--- config.mk ---
export PLATFORM = sky130hd
export DESIGN_NAME = icache_mem_responder
export DESIGN_NICKNAME = d
export VERILOG_FILES = /design/src/rtl/icache_mem_responder.sv
export SDC_FILE = /design/constraint.sdc
export NUM_CORES = 1
export LEC_CHECK = 0
export ABC_CLOCK_PERIOD_IN_PS = 4200
export BUFFER_PORTS_ARGS = -buffer_cell sky130_fd_sc_hd__buf_2
export CELL_PAD_IN_SITES_DETAIL_PLACEMENT = 1
export CELL_PAD_IN_SITES_GLOBAL_PLACEMENT = 1
export CORE_MARGIN = 2
export CORE_UTILIZATION = 41
export CTS_CLUSTER_DIAMETER = 80
export DETAILED_ROUTE_END_ITERATION = 8
export MAX_ROUTING_LAYER = met4
export PLACE_DENSITY = 0.78
export SLEW_MARGIN = 20
export SYNTH_ARGS = -nofsm -noshare
export SYNTH_HDL_FRONTEND = slang
export SYNTH_SLANG_ARGS = --single-unit
--- constraint.sdc ---
create_clock -name clk_i -period 4.2 [get_ports clk_i]
set_input_delay 0.84 -clock clk_i [delete_from_list [all_inputs] [get_ports clk_i]]
set_output_delay 0.84 -clock clk_i [all_outputs]
set_load 0.02 [all_outputs]
--- src/rtl/icache_mem_responder.sv ---
// icache_mem_responder: memory-side line-fill responder for the icache.
// Accepts a line request, reads BEATS words from the backing bus, assembles
// the line on mem2icache_data_o and returns a one-cycle ack. Handles kill or
// request retraction mid-fill without ever retracting an outstanding backing read.
// Optional feature: define ICACHE_RESP_LBUF_EN for a one-entry line buffer that
// answers a repeat request for the last completed line without backing access.
module icache_mem_responder #(
  parameter int unsigned ADDR_WIDTH = 32,
  parameter int unsigned LINE_WIDTH = 128,
  parameter int unsigned WORD_WIDTH = 32
) (
  input  logic                  clk_i,
  input  logic                  rst_ni,
  input  logic                  icache2mem_req_i,
  input  logic                  icache2mem_kill_i,
  input  logic [ADDR_WIDTH-1:0] icache2mem_addr_i,
  output logic                  mem2icache_ack_o,
  output logic [LINE_WIDTH-1:0] mem2icache_data_o,
  input  logic                  lbuf_inval_i,
  output logic                  mem_req_o,
  output logic [ADDR_WIDTH-1:0] mem_addr_o,
  input  logic                  mem_ack_i,
  input  logic [WORD_WIDTH-1:0] mem_rdata_i
);

  localparam int unsigned BEATS    = LINE_WIDTH / WORD_WIDTH;
  localparam int unsigned CNT_W    = $clog2(BEATS);
  localparam int unsigned LINE_OFF = $clog2(LINE_WIDTH / 8);
  localparam int unsigned WORD_OFF = $clog2(WORD_WIDTH / 8);
  localparam logic [CNT_W-1:0]      LAST_BEAT = CNT_W'(BEATS - 1);
  localparam logic [ADDR_WIDTH-1:0] LINE_MASK = {ADDR_WIDTH{1'b1}} << LINE_OFF;

  typedef enum logic [1:0] {
    IDLE  = 2'd0,
    FILL  = 2'd1,
    RESP  = 2'd2,
    DRAIN = 2'd3
  } state_e;

  state_e                state_q, state_d;
  logic [CNT_W-1:0]      cnt_q, cnt_d;
  logic [ADDR_WIDTH-1:0] base_q, base_d;
  logic                  mem_req_q, mem_req_d;
  logic [ADDR_WIDTH-1:0] mem_addr_q, mem_addr_d;
  logic [LINE_WIDTH-1:0] data_q;

  logic [ADDR_WIDTH-1:0] req_base_c;
  logic                  abort_c;
  logic                  beat_we_c;
  logic                  lbuf_hit_c;
  logic                  lbuf_set_c;
  logic                  lbuf_clr_c;

  assign req_base_c = icache2mem_addr_i & LINE_MASK;
  assign abort_c    = icache2mem_kill_i | ~icache2mem_req_i;
  // A beat is kept only if the fill is still wanted in the cycle its data arrives
  assign beat_we_c  = (state_q == FILL) & mem_ack_i & ~abort_c;

  // Next-state, beat counter and backing-bus request computation
  always_comb begin
    state_d    = state_q;
    cnt_d      = cnt_q;
    base_d     = base_q;
    lbuf_set_c = 1'b0;
    lbuf_clr_c = 1'b0;
    case (state_q)
      IDLE: begin
        if (icache2mem_req_i && !icache2mem_kill_i) begin
          base_d = req_base_c;
          cnt_d  = '0;
          if (lbuf_hit_c) begin
            state_d = RESP;
          end else begin
            state_d    = FILL;
            lbuf_clr_c = 1'b1;
          end
        end
      end
      FILL: begin
        if (abort_c) begin
          lbuf_clr_c = 1'b1;
          state_d    = mem_ack_i ? IDLE : DRAIN;
        end else if (mem_ack_i) begin
          if (cnt_q == LAST_BEAT) begin
            state_d = RESP;
          end else begin
            cnt_d = cnt_q + CNT_W'(1);
          end
        end
      end
      RESP: begin
        lbuf_set_c = 1'b1;
        state_d    = IDLE;
      end
      DRAIN: begin
        if (mem_ack_i) begin
          state_d = IDLE;
        end
      end
      default: begin
        state_d = IDLE;
      end
    endcase
    mem_req_d  = (state_d == FILL) || (state_d == DRAIN);
    mem_addr_d = mem_req_d ? (base_d + (ADDR_WIDTH'(cnt_d) << WORD_OFF)) : '0;
  end

  // State, counter and registered backing-bus outputs
  always_ff @(posedge clk_i or negedge rst_ni) begin
    if (!rst_ni) begin
      state_q    <= IDLE;
      cnt_q      <= '0;
      base_q     <= '0;
      mem_req_q  <= 1'b0;
      mem_addr_q <= '0;
    end else begin
      state_q    <= state_d;
      cnt_q      <= cnt_d;
      base_q     <= base_d;
      mem_req_q  <= mem_req_d;
      mem_addr_q <= mem_addr_d;
    end
  end

  // Line assembly: each accepted beat lands in its word slot of the line
  always_ff @(posedge clk_i or negedge rst_ni) begin
    if (!rst_ni) begin
      data_q <= '0;
    end else begin
      for (int unsigned b = 0; b < BEATS; b++) begin
        if (beat_we_c && (cnt_q == CNT_W'(b))) begin
          data_q[b*WORD_WIDTH +: WORD_WIDTH] <= mem_rdata_i;
        end
      end
    end
  end

`ifdef ICACHE_RESP_LBUF_EN
  logic lbuf_valid_q;

  // data_q doubles as the buffered line; base_q is its tag
  assign lbuf_hit_c = lbuf_valid_q & (base_q == req_base_c) & ~lbuf_inval_i;

  // Line buffer valid: invalidate and abort/miss take priority over set
  always_ff @(posedge clk_i or negedge rst_ni) begin
    if (!rst_ni) begin
      lbuf_valid_q <= 1'b0;
    end else if (lbuf_inval_i || lbuf_clr_c) begin
      lbuf_valid_q <= 1'b0;
    end else if (lbuf_set_c) begin
      lbuf_valid_q <= 1'b1;
    end
  end
`else
  logic unused_lbuf;

  assign lbuf_hit_c  = 1'b0;
  assign unused_lbuf = lbuf_inval_i | lbuf_set_c | lbuf_clr_c;
`endif

  // Ack reflects the requester's intent in the RESP cycle itself
  assign mem2icache_ack_o  = (state_q == RESP) & icache2mem_req_i & ~icache2mem_kill_i;
  assign mem2icache_data_o = data_q;
  assign mem_req_o         = mem_req_q;
  assign mem_addr_o        = mem_addr_q;

endmodule

==> flow_metrics.env, run 1 <==
export IMPL_die_area_mm2=0.0207
export IMPL_clk_latency_ns=0.43
export IMPL_final_fill_count=2062
export IMPL_gp_congestion=0.805
export IMPL_drtIter0Drc=165
export IMPL_hold_buffers=0
export IMPL_slew_headroom_pct=34.5
export IMPL_start_util_pct=41.6
export IMPL_hold_viol_final=0
export IMPL_drive_gt1_share_pct=48.7
export IMPL_path_cells="buf_2 > or4b_1 > and2_1 > ha_1 > a21oi_1 > nor4_1 > o21ai_2 > nor4b_1 > mux2i_1"
export IMPL_synthTopCellsByArea="dfrtp_1, mux2_2, nand2_1"
export IMPL_io_pins=232
export IMPL_viasPerCell=5.04
export IMPL_drv_cap=0
export IMPL_grt_pass1_wl_um=31200
export IMPL_synthCells=602
export IMPL_synthFlopType="dfrtp_1"
export IMPL_h_tree_depth=4
export IMPL_crit_type="in -> reg"
export IMPL_synth_top_area_share_pct=61.0
export IMPL_ir_worst_vdd_mv=0.296
export IMPL_rsz0062_at_grt="false"
export IMPL_netlist_area_mm2=0.00803
export IMPL_period_share_pct=81.3
export IMPL_grt_overflow=0
export IMPL_cp_end_kind="register"
export IMPL_period_needed_ns=3.42
export IMPL_synth_seq_cells=196
export IMPL_cts_resized=0
export IMPL_yosysWarnings=0
export IMPL_numCtsBuffers=17
export IMPL_core_mm2=0.0193
export IMPL_status="completed"
export IMPL_track_usage_pct=20.3
export IMPL_synth_common_cells="dfrtp_1, mux2_2, nand2_1"
export IMPL_vias=5624
export IMPL_skew_ns=0.0123
export IMPL_fmax_mhz=293
export IMPL_seq_area_frac_synth_pct=61.0
export IMPL_grt_max_degree=102
export IMPL_postCtsSetupBuffers=0
export IMPL_dieHeight_um=144
export IMPL_drc_errors=0
export IMPL_antenna_found_initial=2
export IMPL_ys_types=54
export IMPL_clock_sinks=196
export IMPL_synthArstFlopShare_pct=100
export IMPL_avgRoutedWirePerCell_um=18.4
export IMPL_firstDrtPassIters=4
export IMPL_postSynthNetCount=675
export IMPL_stdcell_count=1115
export IMPL_min_path_type="in -> async"
export IMPL_root_buffer="clkbuf_16"
export IMPL_clockBufferDepth=2
export IMPL_finish_net_count=908
export IMPL_hpwl_um=14800
export IMPL_worst_slew_pin_slew_ns=0.978
export IMPL_worstPathArrival_ns=3.76
export IMPL_io_buffers=226
export IMPL_synth_largest_area_cell="dfrtp_1"
export IMPL_yosysMostFrequentCell="dfrtp_1"
export IMPL_first_global_vias=5592
export IMPL_cts_tree="done"
export IMPL_syn_area_per_cell_um2=13.3
export IMPL_syn_to_final_growth_pct=25.7
export IMPL_regToRegSetupSlack_ns=0.84
export IMPL_wirelength_um=20500
export IMPL_setup_tns_ns=0
export IMPL_path_max_fanout=12
export IMPL_dp_cells=1081
export IMPL_synth_edf_count=0
export IMPL_slowest_stage="or4b_1"
export IMPL_worstSetupStartpointType="input pin"
export IMPL_leakage_nw=5.29
export IMPL_drv_slew=0
export IMPL_crit_buf_inv=1
export IMPL_cellPowerDensity_mw_per_mm2=564
export IMPL_rows=51
export IMPL_final_setup_viol_count=0
export IMPL_critPathTopFamily="simple AND/OR/NAND/NOR gates"
export IMPL_die_w_um=144
export IMPL_postRouteAntennaNets=0
export IMPL_slowest_delay_ns=0.59
export IMPL_required_ns=4.54
export IMPL_path_clk_slew_ns=0.08
worst register-to-register path: stages (launching register included):
cell	delay (ns)
dfrtp_1	0.49
or4b_1	0.61
and2_1	0.22
ha_1	0.27
a21oi_1	0.14
nor4_1	0.48
o21ai_2	0.32
nor4b_1	0.52
mux2i_1	0.25
metal layers:
metal | vias up | GRT usage (%) | share of wire, %
li1 | 2605 | - | -
met1 | 2828 | 26.2 | 45
met2 | 169 | 32.7 | 48
met3 | 22 | 4.11 | 5.1
met4 | 0 | 6.04 | 1.4
met5 | - | - | 0
cell type report:
cell class	instances	area (um2)	area share, %
flip-flops and latches	196	4900	48.6
diodes	2	5.00	0.0495
repair buffers	241	1260	12.5
clock buffers	18	429	4.25
multi-input cells	365	2970	29.4
inverters	14	52.6	0.520
well taps	265	332	3.28
clock inverters	14	139	1.37
worst paths after layout:
kind,from,endpoint,cells past startpoint
setup / recovery,icache2mem_kill_i,mem_addr_o[31],9
setup reg to reg,mem_req_o,mem_addr_o[31],8
hold / removal,rst_ni,mem2icache_data_o[46],1
min in group clk_i,base_q[1],base_q[1],1
hold reg to reg,base_q[1],base_q[1],1
max in group asynchronous,rst_ni,base_q[16],2
state kept, by name (all words and copies together) (netlist names):
name,flops
mem2icache_data_o,128
base_q,32
mem_addr_o,32
cnt_q,2
mem_req_o,1
state_q,1
cells in the final DEF (no fill, tap or decap), types with 8 or more instances in the layout:
cell       count
nand3_1       19
nor2_1        18
nand4_1       11
xnor2_1        9
clkbuf_16     17
mux2i_1       18
buf_2        225
dfrtp_1      196
buf_4         14
nor3_1         8
nand2_1       68
mux2_2       123
mux2_1         9
inv_1         14
per-stage QoR:
| step | util, % | setup WS [ns] | hold WS [ns] | power [mW] | instance area [um2] |
|---|---|---|---|---|---|
| floorplan | - | 0.224 | 0.442 | 3.52 | 8030 |
| detailed placement | 49.3 | 0.384 | 0.470 | 4.19 | 9530 |
| global route | 52.2 | 0.557 | 0.503 | 5.99 | 10100 |
| finish | 52.2 | 0.784 | 0.453 | 5.70 | 10100 |
| global placement | 49.3 | 0.524 | 0.460 | 4.11 | 9530 |
| CTS | 52.2 | 0.813 | 0.488 | 5.77 | 10100 |
logic make-up (layout without fill, tap and decap cells):
group,count (synthesis),after routing,share of synthesized area [%]
simple gates,163,163,10.4
buf+inv,41,287,2.10
flops,196,196,61.0
compound gates,35,35,3.44
fa+ha+maj,3,3,0.561
mux,153,153,21.3
other cells,0,2,0
xor+xnor,11,11,1.20
power breakdown:
group / total [mW] / internal (mW) / switching [mW]
Sequential: 2.54 / 2.32 / 0.226
Clock: 1.57 / 0.790 / 0.779
Combinational: 1.59 / 0.611 / 0.976
Total: 5.70 / 3.72 / 1.98
Power figures use the tool's default switching activity.
==> run 2, diff against run 1 <==
ABC_CLOCK_PERIOD_IN_PS = 2800   (was 4200)
CORE_UTILIZATION = 37   (was 41)
PLACE_DENSITY = 0.74   (was 0.78)
clock period = 2.8 ns   (was 4.2 ns; I/O delays follow)
==> run 2 against run 1 <==
The flow now finishes with violations (negative setup slack). Total power is 55% higher. Clock-buffer cell count decreased by 1. Clock skew increased by 0.0065 ns. Wire length grew 8.3%. Setup slack got worse by 0.80 ns. Clock power up 62%. Register-to-register slack got worse by 0.86 ns. Critical path depth rose by 4.
==> flow_metrics.env, run 2 (synthesis gave the netlist of run 1 again) <==
export IMPL_status="finished, violations left"
export IMPL_failed_checks="negative setup slack"
export IMPL_worstSetupStartpointType="register"
export IMPL_rr_worst_depth=13
export IMPL_fmax_mhz=355
export IMPL_setup_ws_ns=-0.0151
export IMPL_reg2reg_to="mem_addr_o[26]"
export IMPL_ir_worst_vdd_mv=0.387
export IMPL_firstDrtPassIters=4
export IMPL_cellPowerDensity_mw_per_mm2=828
export IMPL_root_buffer="clkbuf_16"
export IMPL_hold_buffers=0
export IMPL_worstPathArrival_ns=3.12
export IMPL_final_setup_viol_count=3
export IMPL_die_area_mm2=0.0229
export IMPL_postRouteAntennaNets=0
export IMPL_worst_slew_pin_slew_ns=0.945
export IMPL_final_area_mm2=0.0107
export IMPL_core_mm2=0.0212
export IMPL_clockBufferDepth=2
export IMPL_clk_latency_ns=0.44
export IMPL_path_max_fanout=4
export IMPL_regToRegSetupSlack_ns=-0.02
export IMPL_finish_net_count=936
export IMPL_final_cell_mix="buf_2, dfrtp_1, mux2_2"
export IMPL_hpwl_um=15700
export IMPL_leakage_nw=5.60
export IMPL_wirelength_um=22200
export IMPL_die_w_um=151
export IMPL_required_ns=3.11
export IMPL_first_global_vias=6166
export IMPL_period_share_pct=101
export IMPL_h_tree_depth=4
export IMPL_io_buffers=226
export IMPL_start_util_pct=38.0
export IMPL_rows=53
export IMPL_clock_sinks=196
export IMPL_layout_commonest_cell="buf_2"
export IMPL_io_pins=232
export IMPL_period_needed_ns=2.82
export IMPL_crit_type="reg -> reg"
export IMPL_place_area_mm2=0.00979
export IMPL_antenna_found_initial=2
export IMPL_post_place_ws_ns=-0.503
export IMPL_grt_pass1_wl_um=34500
export IMPL_dieHeight_um=151
export IMPL_drc_errors=0
export IMPL_drv_cap=0
export IMPL_hold_viol_final=0
export IMPL_largest_reg_flops=128
export IMPL_slew_headroom_pct=37.0
export IMPL_min_path_type="in -> async"
export IMPL_viasPerCell=5.00
export IMPL_drv_slew=0
export IMPL_gp_congestion=0.793
export IMPL_track_usage_pct=20.5
export IMPL_avgRoutedWirePerCell_um=19.2
export IMPL_rsz0062_at_grt="true"
export IMPL_skew_ns=0.0188
export IMPL_vias=5768
export IMPL_grt_max_degree=59
export IMPL_cp_end_kind="register"
export IMPL_cts_tree="done"
export IMPL_grt_overflow=0
export IMPL_drtIter0Drc=167
export IMPL_syn_to_final_growth_pct=33.2
export IMPL_path_clk_slew_ns=0.09
export IMPL_regToRegStartpoint="state_q[1]"
export IMPL_post_route_util_pct=50.6
export IMPL_drive_gt1_share_pct=53.9
export IMPL_numCtsBuffers=17
-- run 2: cell count changes in the layout (fill, tap and decap cells not counted), moves of 3 or more --
cell	before	now
a21oi_1	5	2
buf_12	1	5
buf_4	14	36
clkinv_8	2	8
nor3b_1	3	0
nor4_4	1	4
o311ai_1	3	0
o311ai_2	0	3
-- run 2: critical path, stage by stage, from the launching register on --
cell	delay, ns
dfrtp_1	0.42
nor3b_4	0.26
a21oi_2	0.09
a21oi_2	0.18
ha_4	0.17
inv_2	0.03
fa_2	0.36
nand2b_4	0.16
nor4_4	0.19
buf_4	0.18
o211ai_4	0.10
buf_4	0.19
o311ai_2	0.24
o41ai_2	0.12
-- run 2: how the worst max path moves through the flow --
stage,endpoint,slack (ns),depth (start not counted),from
floorplan,mem_addr_o[30],-0.44,14,icache2mem_req_i
global placement,mem_addr_o[30],-0.41,12,icache2mem_kill_i
detailed placement,mem_addr_o[30],-0.50,12,icache2mem_kill_i
CTS,mem_addr_o[30],-0.05,12,state_q[1]
global route,mem_addr_o[26],-0.14,13,state_q[1]
finish,mem_addr_o[26],-0.02,13,state_q[1]
-- run 2: repair_timing --
| item | in CTS | in global routing |
|---|---|---|
| pin swaps | 11 | 4 |
| cloned | 1 | 0 |
| endpoints found under the setup margin | 7 | 19 |
| resized for setup | 8 | 25 |
| buffers inserted | 7 | 0 |
-- run 2: through the flow --
stage               cells  TNS [ns]  power (mW)  hold WS (ns)
floorplan             602     -7.40        5.29         0.264
global placement     1111     -4.46        6.26         0.458
detailed placement   1111     -5.87        6.35         0.466
CTS                  1151   -0.0596        8.95        0.0908
global route         1153    -0.775        9.33        0.0980
finish               1153   -0.0331        8.86        0.0949
-- run 2: layout make-up --
cell class | instances | area (um2)
sequential | 196 | 4910
clock inverter | 15 | 215
tap | 275 | 344
fill | 2262 | 10500
antenna | 2 | 5.00
multi-input combinational | 366 | 3230
inverter | 14 | 52.6
clock buffer | 17 | 425
timing repair buffer | 268 | 1520
-- run 2: layer usage --
metal  up-vias  global-route usage (%)  routed length [um]
met4         0                    6.21                 320
met3        24                    4.28                1380
met2       177                    34.4               10900
met5         -                       -                   0
li1       2656                       -                   -
met1      2911                    25.0                9580
-- run 2: power by group --
| group | leakage, nW | total [mW] | internal (mW) | switching, mW |
|---|---|---|---|---|
| clock network | 0.307 | 2.55 | 1.31 | 1.24 |
| logic | 2.72 | 2.51 | 0.978 | 1.53 |
| registers | 2.57 | 3.81 | 3.48 | 0.329 |
==> run 3, diff against run 2 <==
CORE_ASPECT_RATIO = 1.25   (was default)
==> run 3 against run 2 <==
The flow now finishes without violations. First-iteration DRC count up 14%. Non-clock buffer count unchanged. Flip-flop and latch count unchanged. Core utilization down 0.85 points. Wire length down 3.3%. Hold slack worse by 0.035 ns. Clock skew down 0.0070 ns. Highest routed layer unchanged.
==> flow_metrics.env, run 3 (synthesis gave the netlist of run 1 again) <==
export IMPL_worstPathArrival_ns=3.07
export IMPL_numCtsBuffers=17
export IMPL_slowest_delay_ns=0.51
export IMPL_postRouteAntennaNets=0
export IMPL_root_buffer="clkbuf_16"
export IMPL_cpMostUsedCell="buf_4"
export IMPL_die_w_um=136
export IMPL_viasPerCell=5.00
export IMPL_post_place_ws_ns=-0.394
export IMPL_io_buffers=226
export IMPL_final_setup_viol_count=0
export IMPL_worstSetupStartpointType="register"
export IMPL_period_needed_ns=2.75
export IMPL_path_cells="buf_4 > or4b_4 > and2_4 > ha_4 > buf_4 > a21oi_4 > nor4_4 > buf_4 > buf_4 > or3_1 > and3_1"
export IMPL_dieHeight_um=169
export IMPL_cts_tree="done"
export IMPL_period_share_pct=98.2
export IMPL_grt_overflow=0
export IMPL_wirelength_um=21400
export IMPL_regToRegStartpoint="state_q[1]"
export IMPL_grt_max_degree=94
export IMPL_drtIter0Drc=190
export IMPL_clock_sinks=196
export IMPL_leakage_nw=5.55
export IMPL_largest_reg_flops=128
export IMPL_firstDrtPassIters=4
export IMPL_skew_ns=0.0118
export IMPL_slew_headroom_pct=62.1
export IMPL_setup_ws_ns=0.0503
export IMPL_critPathLaunch="state_q[1]"
export IMPL_slowest_stage="or4b_4"
export IMPL_required_ns=3.12
export IMPL_start_util_pct=37.5
export IMPL_regToRegSetupSlack_ns=0.05
export IMPL_final_cell_mix="buf_2, dfrtp_1, mux2_2"
export IMPL_rr_worst_depth=11
export IMPL_critPathTopFamily="simple AND/OR/NAND/NOR gates"
export IMPL_drive_gt1_share_pct=53.0
export IMPL_clk_latency_ns=0.43
export IMPL_cp_end_kind="register"
export IMPL_track_usage_pct=19.6
export IMPL_whs_ns=0.0601
export IMPL_cellPowerDensity_mw_per_mm2=837
export IMPL_vias=5780
export IMPL_path_max_fanout=4
export IMPL_grt_pass1_wl_um=33700
export IMPL_worst_slew_pin_slew_ns=0.569
export IMPL_drv_cap=0
export IMPL_antenna_found_initial=2
export IMPL_first_global_vias=6225
export IMPL_fmax_mhz=364
export IMPL_hpwl_um=14900
export IMPL_syn_to_final_growth_pct=32.4
export IMPL_avgRoutedWirePerCell_um=18.5
export IMPL_min_path_type="in -> async"
export IMPL_p_total_mw=8.91
export IMPL_core_mm2=0.0214
export IMPL_crit_end="mem_addr_o[11]"
export IMPL_io_pins=232
export IMPL_rsz0062_at_grt="true"
export IMPL_drc_errors=0
export IMPL_reg2reg_to="mem_addr_o[11]"
export IMPL_die_area_mm2=0.0229
export IMPL_clockBufferDepth=2
export IMPL_layout_commonest_cell="buf_2"
export IMPL_crit_buf_inv=4
export IMPL_drv_slew=0
export IMPL_cp_num_cells=11
export IMPL_path_clk_slew_ns=0.08
export IMPL_hold_buffers=0
export IMPL_h_tree_depth=4
export IMPL_hold_viol_final=0
export IMPL_crit_type="reg -> reg"
export IMPL_gp_congestion=0.802
export IMPL_rows=60
export IMPL_finish_net_count=935
export IMPL_status="completed"
export IMPL_ir_worst_vdd_mv=0.416
## run 3: cell types whose count changed in the layout (fill, tap and decap cells not counted), sizes merged
cell / before / now
inv: 19 / 20
clkinvlp: 0 / 2
bufinv: 1 / 3
clkinv: 9 / 4
o211ai: 5 / 4
## run 3: report_power, final
part	internal, mW	switching, mW	leakage, nW	total, mW
logic	0.968	1.51	2.68	2.47
clock network	1.45	1.18	0.304	2.63
registers	3.48	0.321	2.57	3.80
## run 3: how the worst min path moves through the flow
| stage | startpoint | to | depth (start not counted) |
|---|---|---|---|
| finish | rst_ni | mem_addr_o[17] | 1 |
| global route | rst_ni | mem_addr_o[17] | 1 |
| CTS | rst_ni | mem_addr_o[17] | 1 |
| detailed placement | base_q[1] | base_q[1] | 1 |
| global placement | mem2icache_data_o[10] | mem2icache_data_o[10] | 1 |
| floorplan | rst_ni | base_q[0] | 0 |
## run 3: through the flow
stage / instances / TNS [ns] / util, % / cell area [um2]
2_1_floorplan: 602 / -7.40 / - / 8120
3_3_place_gp: 1117 / -3.13 / 45.8 / 9810
3_5_place_dp: 1117 / -4.38 / 45.8 / 9810
4_1_cts: 1149 / -0.00538 / 49.0 / 10500
5_1_grt: 1156 / -0.263 / 49.7 / 10600
6_report: 1156 / 0 / 49.7 / 10600
## run 3: layout make-up
cell class | count | area, um2
Inverter | 14 | 52.6
Sequential cell | 196 | 4910
Antenna cell | 2 | 5.00
Clock buffer | 17 | 425
Fill cell | 2282 | 10800
Tap cell | 279 | 349
Timing Repair Buffer | 268 | 1520
Clock inverter | 15 | 213
Multi-Input combinational cell | 365 | 3170
## run 3: routing by layer
metal / part of all wire (%) / vias to the layer above / routed length [um] / global-route usage [%]
li1: - / 2652 / - / -
met1: 42 / 2945 / 9000 / 23.8
met2: 52 / 160 / 11100 / 33.0
met3: 4.8 / 23 / 1030 / 3.23
met4: 1.6 / 0 / 337 / 6.61
met5: 0 / - / 0 / -
## run 3: timing repair
action,in CTS,in global routing
gates resized for setup,5,20
buffers inserted,0,5
setup endpoints to repair,9,17
endpoints found under the hold margin,0,0
pin swaps,3,11
